`src/rtl/keypad_debounce_array.sv`:
```
// N-channel key debouncer: per-channel 2-flop sync + debounce FSM, pended press/release
// events drained lowest-index-first through a valid/ready port. DEBOUNCE_AUTOREPEAT_EN adds typematic repeat.
module keypad_debounce_ch #(
  parameter int DEBOUNCE_CYCLES = 960000,
`ifdef DEBOUNCE_AUTOREPEAT_EN
  parameter int REPEAT_DELAY    = 24000000,
  parameter int REPEAT_PERIOD   = 4800000,
`endif
  parameter int CNT_W           = 26
) (
  input  logic clk,
  input  logic reset,
  input  logic raw,
  output logic stable,
  output logic ev,
  output logic ev_press
);
  typedef enum logic [1:0] {IDLE, DB_PRESS, HELD, DB_RELEASE} state_t;

  localparam logic [CNT_W-1:0] DB_LAST = CNT_W'(DEBOUNCE_CYCLES - 1);

  logic [1:0]       sync_q;
  logic             s;
  state_t           state, state_nxt;
  logic [CNT_W-1:0] cnt, cnt_nxt;

  assign s      = sync_q[1];
  assign stable = (state == HELD) || (state == DB_RELEASE);

  always_ff @(posedge clk) begin
    if (reset) begin
      sync_q <= '0;
      state  <= IDLE;
      cnt    <= '0;
    end else begin
      sync_q <= {sync_q[0], raw};
      state  <= state_nxt;
      cnt    <= cnt_nxt;
    end
  end

`ifdef DEBOUNCE_AUTOREPEAT_EN
  localparam logic [CNT_W-1:0] RD_LAST = CNT_W'(REPEAT_DELAY - 1);
  localparam logic [CNT_W-1:0] RP_LAST = CNT_W'(REPEAT_PERIOD - 1);

  // Set on every entry to HELD so the first repeat waits the long delay.
  logic rep_first, rep_first_nxt;

  always_ff @(posedge clk) begin
    if (reset) rep_first <= 1'b1;
    else       rep_first <= rep_first_nxt;
  end
`endif

  always_comb begin
    state_nxt = state;
    cnt_nxt   = cnt;
    ev        = 1'b0;
    ev_press  = 1'b0;
`ifdef DEBOUNCE_AUTOREPEAT_EN
    rep_first_nxt = (state == HELD) ? rep_first : 1'b1;
`endif
    case (state)
      IDLE:
        if (s) begin
          state_nxt = DB_PRESS;
          cnt_nxt   = '0;
        end
      DB_PRESS:
        if (!s) begin
          state_nxt = IDLE;
          cnt_nxt   = '0;
        end else if (cnt == DB_LAST) begin
          state_nxt = HELD;
          cnt_nxt   = '0;
          ev        = 1'b1;
          ev_press  = 1'b1;
        end else begin
          cnt_nxt = cnt + CNT_W'(1);
        end
      HELD:
        if (!s) begin
          state_nxt = DB_RELEASE;
          cnt_nxt   = '0;
        end
`ifdef DEBOUNCE_AUTOREPEAT_EN
        else if (cnt == (rep_first ? RD_LAST : RP_LAST)) begin
          cnt_nxt       = '0;
          ev            = 1'b1;
          ev_press      = 1'b1;
          rep_first_nxt = 1'b0;
        end else begin
          cnt_nxt = cnt + CNT_W'(1);
        end
`endif
      DB_RELEASE:
        if (s) begin
          state_nxt = HELD;
          cnt_nxt   = '0;
        end else if (cnt == DB_LAST) begin
          state_nxt = IDLE;
          cnt_nxt   = '0;
          ev        = 1'b1;
        end else begin
          cnt_nxt = cnt + CNT_W'(1);
        end
      default: begin
        state_nxt = IDLE;
        cnt_nxt   = '0;
      end
    endcase
  end
endmodule

module keypad_debounce_array #(
  parameter int N_CH            = 4,
  parameter int DEBOUNCE_CYCLES = 960000,
  parameter int REPEAT_DELAY    = 24000000,
  parameter int REPEAT_PERIOD   = 4800000
) (
  input  logic             clk,
  input  logic             reset,
  input  logic [N_CH-1:0]  raw,
  output logic [N_CH-1:0]  stable,
  output logic             ev_valid,
  input  logic             ev_ready,
  output logic [$clog2(N_CH)-1:0] ev_ch,
  output logic             ev_press,
  output logic             overrun
);
  localparam int IDX_W = $clog2(N_CH);
  localparam int MAX_A = (DEBOUNCE_CYCLES > REPEAT_DELAY) ? DEBOUNCE_CYCLES : REPEAT_DELAY;
  localparam int MAX_C = (MAX_A > REPEAT_PERIOD) ? MAX_A : REPEAT_PERIOD;
  localparam int CNT_W = $clog2(MAX_C) + 1;

  logic [N_CH-1:0]  ch_ev, ch_press;
  logic [N_CH-1:0]  pend, pend_type, take;
  logic [IDX_W-1:0] sel;
  logic             load;

  keypad_debounce_ch #(
    .DEBOUNCE_CYCLES(DEBOUNCE_CYCLES),
`ifdef DEBOUNCE_AUTOREPEAT_EN
    .REPEAT_DELAY   (REPEAT_DELAY),
    .REPEAT_PERIOD  (REPEAT_PERIOD),
`endif
    .CNT_W          (CNT_W)
  ) u_ch [N_CH-1:0] (
    .clk     (clk),
    .reset   (reset),
    .raw     (raw),
    .stable  (stable),
    .ev      (ch_ev),
    .ev_press(ch_press)
  );

  assign load = !ev_valid || ev_ready;

  // Lowest-index pending channel wins the output register.
  always_comb begin
    sel  = '0;
    take = '0;
    for (int i = N_CH - 1; i >= 0; i--)
      if (pend[i]) sel = IDX_W'(i);
    if (load && (|pend)) take[sel] = 1'b1;
  end

  always_ff @(posedge clk) begin
    if (reset) begin
      pend      <= '0;
      pend_type <= '0;
      ev_valid  <= 1'b0;
      ev_ch     <= '0;
      ev_press  <= 1'b0;
      overrun   <= 1'b0;
    end else begin
      pend      <= ch_ev | (pend & ~take);
      pend_type <= (ch_ev & ch_press) | (~ch_ev & pend_type);
      // A slot being emitted this cycle is free, so refilling it is not an overrun.
      if (|(ch_ev & pend & ~take)) overrun <= 1'b1;
      if (load) begin
        ev_valid <= |pend;
        if (|pend) begin
          ev_ch    <= sel;
          ev_press <= pend_type[sel];
        end
      end
    end
  end
endmodule

```
`config.mk`:
```
export PLATFORM = sky130hd
export DESIGN_NAME = keypad_debounce_array
export DESIGN_NICKNAME = d
export VERILOG_FILES = /design/src/rtl/keypad_debounce_array.sv
export SDC_FILE = /design/constraint.sdc
export NUM_CORES = 1
export LEC_CHECK = 0
export ABC_AREA = 1
export CAP_MARGIN = 5
export CORE_ASPECT_RATIO = 0.75
export CORE_UTILIZATION = 60
export CTS_BUF_LIST = sky130_fd_sc_hd__clkbuf_16
export CTS_CLUSTER_DIAMETER = 120
export CTS_CLUSTER_SIZE = 24
export DETAILED_ROUTE_END_ITERATION = 6
export PLACE_DENSITY = 0.75
export SLEW_MARGIN = 10
export SYNTH_ARGS = -nofsm -noshare
export SYNTH_HDL_FRONTEND = slang
export SYNTH_HIERARCHICAL = 1
export SYNTH_SLANG_ARGS = --single-unit
```
`constraint.sdc`:
```
create_clock -name clk -period 3.9 [get_ports clk]
set_input_delay 1.17 -clock clk [delete_from_list [all_inputs] [get_ports clk]]
set_output_delay 1.17 -clock clk [all_outputs]
set_load 0.05 [all_outputs]
```
==> results of run 1 <==
-- path summary, 6_finish.rpt --
check	start	to	slack, ns	cells past startpoint
hold / removal	u_ch[3]/sync_q[0]	u_ch[3]/sync_q[1]	0.40	2
setup reg to reg	u_ch[3]/cnt[0]	u_ch[3]/cnt[5]	2.03	8
hold reg to reg	u_ch[3]/sync_q[0]	u_ch[3]/sync_q[1]	0.40	2
setup / recovery	register	stable[2]	1.07	1
-- logic make-up (layout without fill, tap and decap cells) --
group | count (synthesis) | count (layout)
and+or+nand+nor | 816 | 816
buffers and inverters | 237 | 254
adders and majority gates | 8 | 8
AOI/OAI and AO/OA | 184 | 184
DFF | 133 | 133
xor gates and xnor gates | 20 | 20
-- area by class of cell --
| cell class | instances | share of cell area, % |
|---|---|---|
| Multi-Input combinational cell | 1028 | 55.2 |
| Sequential cell | 133 | 27.1 |
| Inverter | 205 | 7.83 |
| Clock buffer | 17 | 4.33 |
| Tap cell | 200 | 2.55 |
| Timing Repair Buffer | 17 | 1.66 |
| Clock inverter | 15 | 1.27 |
-- routing by layer --
layer  wire length, µm  track usage, %  up-vias
met3              1120            5.27       22
met2              8630            42.0      210
met4               210            6.38        0
met1             10600            39.6     3793
met5                 0               0        -
li1                  -               -     4400
-- power breakdown --
part / total, mW / switching (mW) / internal, mW
clock: 1.52 / 0.597 / 0.919
combinational: 0.145 / 0.110 / 0.0352
sequential: 1.38 / 0.00875 / 1.37
-- registers in the layout, indices dropped and copies added (netlist names), named ones only --
name	cells
ev_ch	2
ev_press	1
ev_valid	1
overrun	1
pend	4
u_ch/cnt	104
u_ch/state	4
u_ch/sync_q	8
-- through the flow --
stage / instance area [µm²] / std cells / hold slack [ns] / power [mW]
floorplan: 9090 / 1398 / 0.388 / 1.53
global placement: 9270 / 1583 / 0.390 / 1.55
detailed placement: 9270 / 1583 / 0.397 / 1.55
CTS: 9820 / 1615 / 0.405 / 3.06
global route: 9820 / 1615 / 0.420 / 3.14
finish: 9820 / 1615 / 0.402 / 3.04
-- cells in the final DEF (no fill, tap or decap), types with 17 or more instances in the layout --
cell type	instances
nand2_2	29
nand2_1	408
clkbuf_16	17
a21oi_2	56
nor2_1	155
inv_1	195
nand4_1	24
a21oi_1	53
dfxtp_1	133
o21ai_0	41
nor2_2	35
nor2_4	28
nand3_1	71
nand3_2	43
==> results.md, run 1 <==
- Post-synth ARST share: 0%
- Worst-Skew Late Latency: 0.43 ns
- Num CTS Buffers: 17
- CTS tree: yes
- Final setup fails: 0
- CP delay by family, top: buffers and inverters
- Pwr dens: ~310 nW/µm²
- Post-synthesis mux area share: 0%
- Filler cell count: 1332
- Tmin final: around 2.8 ns
- Yosys top cell by area: dfxtp_1
- Commonest cells post-synth: nand2_1 (408), inv_1 (191), nor2_1 (155), dfxtp_1 (133), nand3_1 (71)
- Postcts setup bufs: 0
- Die Y: around 110 µm
- Clock root buffer: clkbuf_16
- Worst-path fanout max: 4
- WP data arrival: between 1.5 and 2 ns
- Final #Nets: approximately 1400
- Vias in the first global route: around 7400
- Xor and xnor area share after synthesis: 1.93%
- Port buffer count: 15
- Pre-antenna DRT Iters: 5
- Setup_tns: 0 ns
- Average cell area after synthesis: approximately 6.5 µm²
- DR DRC count: 0
- Multi-input logic area: around 5400 µm²
- Width of the die: 144 µm
- Adder-Cell Fraction of Synth Area: between 1 and 1.5%
- Top FF cell, synth: dfxtp_1
- Final period utilization: approximately 73%
- Synthesis Warnings: 6
- Crit path kind: reg2out
- # IOs: 16
- Total GRT Usage: approximately 28%
- CP Buf/Inv Count: 1
- Unique masters post-synth: 31
- Reg clk slew, reported paths: ~0.060 ns
- GPL Wtd Cong: 0.879
- Total Wirelength: 20600 µm
- Syn Inst Count: between 1000 and 1500
- Critical Path, Cell by Cell: clkdlybuf4s50_1
- Crit path launch type: register
- Row cnt: 38
- VDD IR-drop max: 0.303 mV
- Outcome: completed
- Slowest library cell on the worst path: clkdlybuf4s50_1
- Slew Limit Fails: 0
- Reg area: 2660 µm²
- Slew headroom: between 50% and 60%
- Finished Core Util: 67.1%
- Number of inserted diodes: 0
- Core Area: 14600 µm²
- Initial antenna violation count: 0
- Synth Area in Simple Gates: between 40% and 50%
- Main combinational cell family by area after synthesis: simple AND/OR/NAND/NOR gates
- Layout Skew: around 0.0073 ns
- Fin. Hold Viols: 0
- Post-detail-place hpwl: around 14000 µm
- First-pass GRT wire length: around 34000 µm
- Post-synth net total: 1413
- DR vias/cell: 5.22
- Synthesis-to-layout area growth: 8.05%
- Routed Antenna Nets: 0
- Post-cts repair resize count: 0
- Initial core utilization: 62.1%
- Number of flops mapped to enable cells by yosys: 0
- Worst Path Required: 2.73 ns
- Max Freq: ~350 MHz
- Biggest cell delay along the critical path: 0.84 ns
- Synth top area share: between 20 and 30%
- Max_cap viols: 0
- RSZ-0062 raised after global routing: false
- Actual slew at the worst max-slew pin: between 0.6 and 0.7 ns
- Clock tree buffer depth: 2
- Via count: 8425
- H-tree depth: 4
- Synth Area in Compound Gates: a little over an eighth
- CTS Hold Bufs: 0
- Worst Setup Slack, final: around 1.1 ns
- # clock sinks: 133
- Share of post-route cells with drive strength above 1: between 10% and 20%
- Synth area leaders: dfxtp_1 (29%), nand2_1 (17%), inv_1 (7.9%), nor2_1 (6.4%), a21oi_2 (5.4%)
- Fraction of the yosys area taken by sequential cells: between 20% and 30%
- DR iter-0 viols: between 700 and 800
- Tightest Hold Check Type: reg2reg
- Endpoint class of the critical path: primary output
- Dpl ws: approximately 1.4 ns
- FF+latch count, synth: between 100 and 150
- Synth Cell Area: roughly 9100 µm²
- Die ar.: approximately 16000 µm²
- Largest net degree at the start of global routing: 37
- Top-count cell post-synth: nand2_1
- Static leakage power: between 3 and 4 nW
- DR WL/cell: ~13 µm
- GRT Residual Overflow: 0
No activity file was read; power rests on OpenSTA's default activity.
==> run 2, diff against run 1 <==
clock period = 2.92 ns   (was 3.9 ns; I/O delays follow)
==> results.md, run 2 (synthesized netlist as in run 1, its figures left out) <==
- RSZ-0062 raised after global routing: false
- Worst-path fanout max: 2
- Worst-Skew Late Latency: 0.43 ns
- Sw frac: between 20 and 25%
- Tmin final: approximately 2.5 ns
- Final period utilization: 86.6%
- Max reg flops: 104
- Actual slew at the worst max-slew pin: 0.684 ns
- Dpl ws: approximately 0.70 ns
- Combinational share of power: ~4.9%
- Fin. Hold Viols: 0
- Slew headroom: a little over half
- Register-to-register setup slack: 1.00 ns
- Slew Limit Fails: 0
- Clock share of power: approximately half
- Clock root buffer: clkbuf_16
- Worst Path Required: between 2 and 2.5 ns
- Largest net degree at the start of global routing: 27
- Setup_tns: 0 ns
- Reg clk slew, reported paths: around 0.060 ns
- Layout Skew: ~0.0094 ns
- Die Y: 109 µm
- Final #Nets: ~1400
- DR iter-0 viols: between 600 and 700
- VDD IR-drop max: 0.382 mV
- DR vias/cell: around 5.2
- Die ar.: around 16000 µm²
- Pre-antenna DRT Iters: 6
- Synthesis-to-layout area growth: 7.85%
- Routed Antenna Nets: 0
- GPL Wtd Cong: between 0.9 and 1
- Number of inserted diodes: 0
- Post-detail-place hpwl: 14600 µm
- P_sw: ~0.97 mW
- Int Pwr: 3.01 mW
- Sequential share of power: 46.1%
- Via count: 8386
- WP data arrival: around 1.7 ns
- CP startpoint: overrun
- FF-to-FF path depth: 13
- Total Wirelength: 20600 µm
- Post-cts repair resize count: 0
- Crit path launch type: register
- Final setup fails: 0
- First-pass GRT wire length: ~34000 µm
- Num CTS Buffers: 17
- Worst R2R End: overrun
- Endpoint class of the critical path: primary output
- H-tree depth: 4
- CP delay by family, top: buffers and inverters
- Share of post-route cells with drive strength above 1: 17.6%
- Reg with most FFs: u_ch/cnt
- DR DRC count: 0
- Most common cell after layout, fill and taps aside: nand2_1
- Levels on crit path: 1
- Core Area: 14600 µm²
- R2r startpoint: u_ch[1]/cnt[1]
- Port buffer count: 15
- Biggest cell delay along the critical path: between 0.8 and 0.9 ns
- Initial core utilization: between 60% and 70%
- Max_cap viols: 0
- Worst Setup Slack, final: 0.391 ns
- Outcome: completed
- Vias in the first global route: 7271
- Row cnt: 38
- Hold path cells: 2
- Worst hold start: u_ch[2]/sync_q[0]
- CTS tree: yes
- GRT Residual Overflow: 0
- Width of the die: between 100 and 150 µm
- Clock tree buffer depth: 2
- Static leakage power: around 3.7 nW
- Initial antenna violation count: 0
- Registers with the most flip-flops: u_ch/cnt: 104 flops, u_ch/sync_q: 8 flops
- # IOs: 16
- Max Freq: 395 MHz
- Crit path kind: reg2out
- Total GRT Usage: 27.9%
- Filler cell count: 1354
- CTS Hold Bufs: 0
- Slowest library cell on the worst path: clkdlybuf4s50_1
- Pwr dens: roughly 410 nW/µm²
- Postcts setup bufs: 0
- DR WL/cell: 12.8 µm
- Critical Path, Cell by Cell: clkdlybuf4s50_1
- Multi-input logic area: between 5000 and 6000 µm²
- Most frequent cells in the layout: nand2_1 (408), inv_1 (193), nor2_1 (155)
- Critical Path End: overrun
- Tightest Hold Check Type: reg2reg
- # clock sinks: approximately 130
- Reg area: approximately 2700 µm²
- CP Buf/Inv Count: 1
==> run 2: layer usage <==
metal	global-route usage [%]	routed length (µm)	vias to the layer above
met1	39.6	10800	3759
met2	41.6	8440	200
li1	-	-	4401
met5	0	0	-
met3	5.93	1100	26
met4	9.65	306	0
==> run 2: worst min-delay path by stage <==
stage                     slack [ns]                end
after floorplan                 0.39  u_ch[0]/sync_q[1]
after global placement          0.39  u_ch[2]/sync_q[1]
after detailed placement        0.40  u_ch[0]/sync_q[1]
after CTS                       0.40  u_ch[2]/sync_q[1]
after global routing            0.41  u_ch[0]/sync_q[1]
final                           0.40  u_ch[2]/sync_q[1]
==> run 2: final cells by class <==
class | instances | area share [%]
clock buffers | 17 | 4.34
clock inverters | 15 | 1.01
inverters | 205 | 7.85
multi-input cells | 1028 | 55.4
flip-flops and latches | 133 | 27.2
well taps | 200 | 2.55
repair buffers | 18 | 1.74
==> run 2: metrics by stage <==
stage               cells  hold slack [ns]  power [mW]  area [µm²]  utilization, %
detailed placement   1584            0.395        2.07        9280            63.4
CTS                  1616            0.398        4.03        9800            66.9
floorplan            1398            0.388        2.04        9090               -
global route         1616            0.413        4.13        9800            66.9
global placement     1584            0.391        2.07        9280            63.4
finish               1616            0.400        3.99        9800            66.9
==> run 2: power by group through the flow <==
stage               combinational (mW)  sequential, mW  clock [mW]
global placement                 0.194            1.88           0
floorplan                        0.162            1.88           0
detailed placement               0.196            1.88           0
global route                     0.214            1.84        2.08
CTS                              0.196            1.84        1.99
finish                           0.197            1.84        1.95
==> run 3, diff against run 2 <==
--- a/config.mk
+++ b/config.mk
@@ -18,4 +18,3 @@
 export SYNTH_ARGS = -nofsm -noshare
 export SYNTH_HDL_FRONTEND = slang
-export SYNTH_HIERARCHICAL = 1
 export SYNTH_SLANG_ARGS = --single-unit
==> constraint.sdc (replaced) <==
create_clock -name clk -period 2.92 [get_ports clk]
set_input_delay 0.876 -clock clk [delete_from_list [all_inputs] [get_ports clk]]
set_output_delay 0.876 -clock clk [all_outputs]
set_load 0.02 [all_outputs]
==> results.md, run 3 <==
- Outcome: completed
- Most common cell after layout, fill and taps aside: nand2_1
- Tmin final: ~2.3 ns
- Actual slew at the worst max-slew pin: 0.644 ns
- GPL Wtd Cong: about 0.9
- # IOs: 16
- Met3 usage in global routing: 5.81%
- GRT met2 Usage: between 40% and 50%
- Postcts setup bufs: 0
- Routed Antenna Nets: 0
- Yosys top cell by area: dfxtp_1
- Num CTS Buffers: 17
- # clock sinks: about 130
- Top-count cell post-synth: nand2_1
- Slew headroom: ~57%
- Grt peak-use layer: met1
- Slowest library cell on the worst path: clkdlybuf4s50_1
- DR vias/cell: 5.34
- GRT Residual Overflow: 0
- WP data arrival: between 1 and 1.5 ns
- Vias in the first global route: between 6000 and 7000
- Hold path cells: 2
- Reg clk slew, reported paths: ~0.06 ns
- Setup_tns: 0 ns
- Worst Hold End: u_ch[0].sync_q[1]
- CTS tree: yes
- Width of the die: about 130 µm
- Layout Skew: 0.0108 ns
- Max Freq: roughly 430 MHz
- Biggest cell delay along the critical path: between 0.6 and 0.7 ns
- Worst hold start: u_ch[0].sync_q[0]
- Tightest Hold Check Type: reg2reg
- Synthesis-to-layout area growth: 11.3%
- Endpoint class of the critical path: primary output
- Share of post-route cells with drive strength above 1: between 8 and 9%
- Unique masters post-synth: 44
- Slew Limit Fails: 0
- Max_cap viols: 0
- Die ar.: ~13000 µm²
- Max reg flops: about 100
- Critical Path, Cell by Cell: clkdlybuf4s50_1
- CP delay by family, top: buffers and inverters
- Average cell area after synthesis: between 6 and 7 µm²
- Synth area leaders: dfxtp_1 (36%), nand2_1 (12%), nor2_1 (8.2%), inv_1 (7.6%), nand3_1 (5.4%)
- Reg area: 2660 µm²
- Number of inserted diodes: 0
- Pre-antenna DRT Iters: 6
- Reg with most FFs: u_ch.cnt
- Via count: 6828
- DR iter-0 viols: 540
- Synth Cell Area: about 7300 µm²
- Synth top area share: between 30% and 40%
- DR WL/cell: 12.9 µm
- Post-detail-place hpwl: roughly 12000 µm
- Commonest cells post-synth: nand2_1 (229), nor2_1 (160), inv_1 (149), dfxtp_1 (133), nand3_1 (79)
- Worst-Skew Late Latency: 0.42 ns
- Initial antenna violation count: 0
- FF+latch count, synth: 133
- Syn Inst Count: between 1000 and 1500
- RSZ-0062 raised after global routing: false
- Registers with the most flip-flops: u_ch.cnt: 104 flops, u_ch.sync_q: 8 flops
- Number of flops mapped to enable cells by yosys: 0
- Crit path launch type: register
- Post-synth net total: between 1000 and 1500
- Largest net degree at the start of global routing: between 40 and 50
- Most frequent cells in the layout: nand2_1 (229), nor2_1 (160), inv_1 (150)
- CTS Hold Bufs: 0
- Pwr dens: 504 nW/µm²
- Worst Path Required: 2.04 ns
- Filler cell count: around 1000
- Clock root buffer: clkbuf_16
- Total Wirelength: about 17000 µm
- Register-to-register setup slack: 0.95 ns
- Post-synth ARST share: 0%
- Tot Pwr: approximately 4.1 mW
- Synthesis Warnings: 0
- Fraction of the yosys area taken by sequential cells: between 30% and 40%
- Core Area: between 10000 and 15000 µm²
- Final #Nets: roughly 1100
- Final setup fails: 0
- Row cnt: 34
- Crit path kind: reg2out
- VDD IR-drop max: roughly 0.43 mV
- FF-to-FF path depth: 8
- Post-cts repair resize count: 0
- Worst R2R End: u_ch[3].cnt[18]
- Top FF cell, synth: dfxtp_1
- DR DRC count: 0
- Multi-input logic area: 3930 µm²
- Port buffer count: 15
- Clock tree buffer depth: 2
- Post-DP Area: roughly 7600 µm²
- Met1 Use GR: 41.9%
- Fin. Hold Viols: 0
- Initial core utilization: between 60% and 70%
- Die Y: just under 100 µm
- Total GRT Usage: between 20% and 30%
- Final period utilization: between 80% and 90%
- H-tree depth: 4
- Static leakage power: slightly above 3 nW
- First-pass GRT wire length: between 20000 and 30000 µm
- Worst-path fanout max: 6
- Design Area, Final: about 8000 µm²
- CP Buf/Inv Count: 1
[run 3: cell types whose count changed after synthesis, sizes merged, moves of 29 or more]
cell	delta
nor2	-44
nand2	-190
nor3	+34
a21oi	-51
inv	-46
nand3	-29
[run 3: per-layer routing]
metal / wire length, µm / up-vias / part of all wire, %
met3: 1060 / 15 / 6.4
met2: 6880 / 224 / 42
met4: 189 / 0 / 1.1
met5: 0 / - / 0
met1: 8380 / 3051 / 51
li1: - / 3538 / -
[run 3: logic make-up (layout without fill, tap and decap cells)]
| family | count (synthesis) | in the layout | share of synthesized area [%] |
|---|---|---|---|
| and+or+nand+nor | 616 | 616 | 39.4 |
| buffers and inverters | 185 | 210 | 10.1 |
| xor gates and xnor gates | 36 | 36 | 4.30 |
| adders and majority gates | 4 | 4 | 0.682 |
| AOI/OAI and AO/OA | 118 | 118 | 9.19 |
| DFF | 133 | 133 | 36.3 |
[run 3: final cells by class]
type | instances | share of cell area [%]
clock inverters | 15 | 2.01
multi-input cells | 774 | 48.2
clock buffers | 17 | 5.21
well taps | 162 | 2.48
repair buffers | 18 | 2.21
flip-flops and latches | 133 | 32.6
inverters | 160 | 7.35
[run 3: tightest hold or removal path: cells and delay by family (launching register included)]
kind	cells	cell delay [ns]
flops	1	0.30
simple gates	1	0.03
buf+inv	1	0.05
[run 3: worst max path at each step]
| stage | cells past startpoint | to | start | slack (ns) |
|---|---|---|---|---|
| 2_1_floorplan | 5 | ev_press | reset | 1.13 |
| 3_3_place_gp | 8 | overrun | ev_ready | 0.69 |
| 3_5_place_dp | 8 | overrun | ev_ready | 0.66 |
| 4_1_cts | 1 | stable[0] | register | 0.57 |
| 5_1_grt | 1 | stable[1] | register | 0.52 |
| 6_report | 1 | stable[0] | register | 0.58 |
[run 3: report_power, final]
| group | switching [mW] | internal, mW | total [mW] |
|---|---|---|---|
| Clock | 0.810 | 1.33 | 2.14 |
| Sequential | 0.00703 | 1.82 | 1.83 |
| Combinational | 0.109 | 0.0349 | 0.144 |
[run 3: stage by stage]
stage	setup WS, ns	util (%)	cells	hold WS [ns]
global placement	0.695	64.6	1247	0.398
CTS	0.571	69.6	1279	0.416
detailed placement	0.659	64.6	1247	0.404
global route	0.524	69.6	1279	0.422
finish	0.581	69.6	1279	0.411
floorplan	1.13	-	1092	0.388
